### config.mk
export PLATFORM = sky130hd
export DESIGN_NAME = branch_compare_unit
export DESIGN_NICKNAME = d
export VERILOG_FILES = /design/src/rtl/branch_compare_unit.sv
export SDC_FILE = /design/constraint.sdc
export NUM_CORES = 1
export LEC_CHECK = 0
export CAP_MARGIN = 30
export CORE_MARGIN = 4
export CORE_UTILIZATION = 55
export CTS_CLUSTER_SIZE = 30
export DETAILED_ROUTE_END_ITERATION = 12
export PLACE_DENSITY = 0.86
export SLEW_MARGIN = 20
export SYNTH_ARGS = -nofsm -noshare
export SYNTH_HDL_FRONTEND = slang
export SYNTH_SLANG_ARGS = --single-unit
### constraint.sdc
create_clock -name clk -period 4.5 [get_ports clk]
set_input_delay 0.9 -clock clk [delete_from_list [all_inputs] [get_ports clk]]
set_output_delay 0.9 -clock clk [all_outputs]
set_load 0.05 [all_outputs]
### src/rtl/branch_compare_unit.sv
// Two-stage pipelined branch-condition comparator: evaluates six signed/unsigned
// relations selected by a funct3-style mode and keeps a saturating taken-branch count.
module branch_compare_unit #(
  parameter int WIDTH = 32,
  parameter int CNT_W = 16
) (
  input  logic             clk,
  input  logic             rst,
  input  logic             in_valid,
  input  logic             stall,
  input  logic             flush,
  input  logic [2:0]       mode,
  input  logic [WIDTH-1:0] opa,
  input  logic [WIDTH-1:0] opb,
  output logic             out_valid,
  output logic             taken,
  output logic             equal,
  output logic             less,
  output logic             less_u,
  output logic             illegal_mode,
  output logic [CNT_W-1:0] taken_count
);

  localparam logic [2:0] MODE_EQ  = 3'b000;
  localparam logic [2:0] MODE_NE  = 3'b001;
  localparam logic [2:0] MODE_LT  = 3'b100;
  localparam logic [2:0] MODE_GE  = 3'b101;
  localparam logic [2:0] MODE_LTU = 3'b110;
  localparam logic [2:0] MODE_GEU = 3'b111;

  localparam logic [CNT_W-1:0] CNT_MAX = '1;

  logic             s1_valid;
  logic [2:0]       s1_mode;
  logic [WIDTH-1:0] s1_opa;
  logic [WIDTH-1:0] s1_opb;

  logic s1_eq;
  logic s1_lt;
  logic s1_ltu;
  logic s1_taken;
  logic s1_illegal;

  // Relation evaluation on the stage-1 contents; feeds the stage-2 registers.
  always_comb begin
    s1_eq      = (s1_opa == s1_opb);
    s1_lt      = ($signed(s1_opa) < $signed(s1_opb));
    s1_ltu     = (s1_opa < s1_opb);
    s1_taken   = 1'b0;
    s1_illegal = 1'b0;
    case (s1_mode)
      MODE_EQ:  s1_taken = s1_eq;
      MODE_NE:  s1_taken = ~s1_eq;
      MODE_LT:  s1_taken = s1_lt;
      MODE_GE:  s1_taken = ~s1_lt;
      MODE_LTU: s1_taken = s1_ltu;
      MODE_GEU: s1_taken = ~s1_ltu;
      default:  s1_illegal = 1'b1;
    endcase
  end

  always_ff @(posedge clk or posedge rst) begin
    if (rst) begin
      s1_valid     <= 1'b0;
      s1_mode      <= '0;
      s1_opa       <= '0;
      s1_opb       <= '0;
      out_valid    <= 1'b0;
      taken        <= 1'b0;
      equal        <= 1'b0;
      less         <= 1'b0;
      less_u       <= 1'b0;
      illegal_mode <= 1'b0;
      taken_count  <= '0;
    end else if (flush) begin
      // Flush wins over stall; only the valid bits need clearing.
      s1_valid  <= 1'b0;
      out_valid <= 1'b0;
    end else if (!stall) begin
      s1_valid     <= in_valid;
      s1_mode      <= mode;
      s1_opa       <= opa;
      s1_opb       <= opb;
      out_valid    <= s1_valid;
      taken        <= s1_taken;
      equal        <= s1_eq;
      less         <= s1_lt;
      less_u       <= s1_ltu;
      illegal_mode <= s1_illegal;
      if (s1_valid && s1_taken && (taken_count != CNT_MAX)) begin
        taken_count <= taken_count + 1'b1;
      end
    end
  end

endmodule

==> metrics.yaml <==
layout:
  final_cell_mix: "nand2_1 (150), clkdlybuf4s50_1 (93), dfrtp_1 (90)"
  nets: 662
  insertedDiodeCount: 0
  instances_no_fill: 663
  fin_util: 0.718
  multiInputGateArea_um2: 1940
  regArea_um2: 2250
  final_common_cell: "nand2_1"
  area_growth_pct: 26.5
  postLayoutCellArea_um2: 5570
  drive_above_1_share: 0.0624
  fill_cells: 600
setup_path:
  crit_family: "simple AND/OR/NAND/NOR gates"
  worst-setup-path-type: "reg -> reg"
  path_buf_inv: 0
  crit_path_start_kind: "register"
  critPathRequiredTime_ps: 4740
  worst_setup_path_end_kind: "register"
  cpPeakStageDelay_ps: 550
  crit_slowest_cell: "nor4_1"
  cp_cell_sequence: "ha_1 -> nand4_1 -> nor4_1 -> nand3_1 -> xor2_1 -> nor3_2 -> a31oi_4 -> nor2_2 -> mux2_4"
  path_max_fanout: 16
  cp.arrival_ps: 3350
placement:
  port_buffers: 93
  dpl.cell_count: 648
  place_congestion: 0.817
  hpwlAfterDp_um: 7090
  dp_worst_setup_slack_ps: 1410
  postPlaceCellArea_um2: 5400
route:
  routed_wl_um: 9740
  vias: 3458
  first_pass_iters: 5
  drt_iter0_markers: 152
  drc: 0
  routed_via_density: 5.22
  wire_per_inst_um: 14.7
  ant_nets: 0
floorplanning:
  core_um2: 7770
  die_h_um: 97.5
  rows: 32
  io_pins: 94
  dieArea_um2: 9510
  start_util: 0.567
  die_w_um: 97.5
cts:
  clock_path_buffers: 2
  root_buffer: "clkbuf_8"
  cts_sinks: 90
  htree_levels: 3
  postCtsHoldBufs: 0
  insertion_delay_ps: 350
  cts_resized: 0
  postCtsSetupBuffers: 0
  numCtsBuffers: 9
  cts_tree: "done"
  clkTransAtPathRegs_ps: 90
sta:
  drv_slew: 0
  max_freq_ghz: 0.322
  worst_clock_skew_ps: 11.3
  layout_setup_ws_ps: 1390
  setup_viol: 0
  fin_tns_setup_ps: 0
  slew_headroom: 0.405
  fin_crit_sh: 0.691
  min_period_ps: 3110
  rsz0062_at_grt: "false"
  hold_viol: 0
  worstMarginPinSlew_ps: 893
pwr:
  p_seq_frac: 0.484
  netSwitchingFraction: 0.317
  power.density_nw_per_um2: 356
  p_leak_nw: 2.72
  p_clk_frac: 0.250
  cellInternalPower_mw: 1.35
  net-switching-power_uw: 629
  pwr-share-comb: 0.266
  peakVddDrop_mv: 0.199
run:
  drv_cap: 0
global_route:
  grt.overflow.total: 0
  grt_max_degree: 102
  first_global_vias: 3420
  grt_pass1_wl_um: 16300
  antenna_found_initial: 0
  grt_use_total: 0.210
logic_synthesis:
  synth_nets: 575
  synth_cells: 470
  ys_ff_latch: 90
  synth_seq_area_share: 0.511
  syn_area_per_cell_um2: 9.37
  yosysWarnings: 0
  ys_types: 40
  synth_area_um2: 4410
status:
  status: "complete, no violations"
worst_hold_path:
  hp-class: "reg -> reg"
routing by layer:
metal	vias to the layer above	part of all wire	wire length [um]	track usage
li1	1721	-	-	-
met3	10	0.048	469	0.0373
met4	0	0.010	102	0.0660
met5	-	0	0	0
met2	90	0.51	4930	0.357
met1	1637	0.43	4230	0.273
flip-flops by register name, summed over array words and instances, names as in the netlist:
signal,flops
taken,1
s1_mode,3
taken_count,16
less_u,1
illegal_mode,1
s1_opa,32
out_valid,1
less,1
equal,1
s1_opb,32
s1_valid,1
worst min-delay path, delay by kind of cell, from the launching register on:
family / cells / cell delay (ps)
AOI/OAI and AO/OA: 1 / 60
DFF: 1 / 350
and+or+nand+nor: 1 / 40
path summary, 6_finish.rpt:
kind / from / to / slack [ps] / cells after the start
worst max-delay path: s1_opa[31]$_DFFE_PP0P_ / taken_count[1]$_DFFE_PP0P_ / 1390 / 9
worst min-delay path: equal$_DFFE_PP0P_ / equal$_DFFE_PP0P_ / 490 / 2
worst max register to register: s1_opa[31]$_DFFE_PP0P_ / taken_count[1]$_DFFE_PP0P_ / 1390 / 9
worst min register to register: equal$_DFFE_PP0P_ / equal$_DFFE_PP0P_ / 490 / 2
max in group asynchronous: rst / s1_opa[27]$_DFFE_PP0P_ / 2930 / 3
min in group asynchronous: rst / s1_opb[10]$_DFFE_PP0P_ / 760 / 2
kinds of logic (layout without fill, tap and decap cells):
logic type | after synthesis | after routing | share of synthesized area
fa+ha+maj | 33 | 33 | 0.0937
xor+xnor | 18 | 18 | 0.0358
mux | 3 | 3 | 0.00795
compound gates | 62 | 62 | 0.0821
flops | 90 | 90 | 0.511
simple gates | 211 | 211 | 0.220
buf+inv | 53 | 144 | 0.0491
cell type report:
class                      instances  area share
sequential                        90       0.404
multi-input combinational        327       0.349
timing repair buffer              96       0.171
clock buffer                      13      0.0285
tap                              102      0.0229
inverter                          33      0.0224
clock inverter                     2     0.00224
stage by stage:
step / power, mW / hold slack (ps)
after floorplan: 1.31 / 450
after CTS: 2.00 / 492
after global routing: 2.09 / 506
after global placement: 1.47 / 465
final: 1.98 / 490
after detailed placement: 1.50 / 474
cells in the mapped netlist (all sizes together):
cell	n	area share
o311ai	1	0.0020
or3	1	0.0026
and4	2	0.0040
o21a	1	0.0017
buf	1	0.0026
xnor2	1	0.0020
nor2	6	0.0057
nand3b	1	0.0017
ha	33	0.094
nor4	2	0.0028
nor3b	1	0.0017
nand3	14	0.017
or4	1	0.0026
inv	33	0.028
a2111oi	1	0.0023
nor2b	1	0.0014
and2	2	0.0028
o211ai	1	0.0017
mux2i	2	0.0045
a21o	5	0.0085
dfrtp	90	0.51
o21ai	37	0.042
mux2	1	0.0034
xor2	17	0.034
nor3	14	0.027
o31a	1	0.0020
a21oi	12	0.014
clkbuf	19	0.018
nand4	11	0.016
or2	1	0.0014
a21boi	1	0.0017
nand2	150	0.13
a31oi	1	0.0048
and3	4	0.0057
a211oi	1	0.0017
power by group through the flow:
stage | sequential [mW] | clock, mW | combinational (mW)
after floorplan | 1.03 | 0 | 0.283
final | 0.959 | 0.497 | 0.527
after global placement | 0.967 | 0 | 0.505
after detailed placement | 0.975 | 0 | 0.528
after CTS | 0.959 | 0.508 | 0.533
after global routing | 0.969 | 0.540 | 0.584
Note: power is estimated with default switching activity, not from simulation.
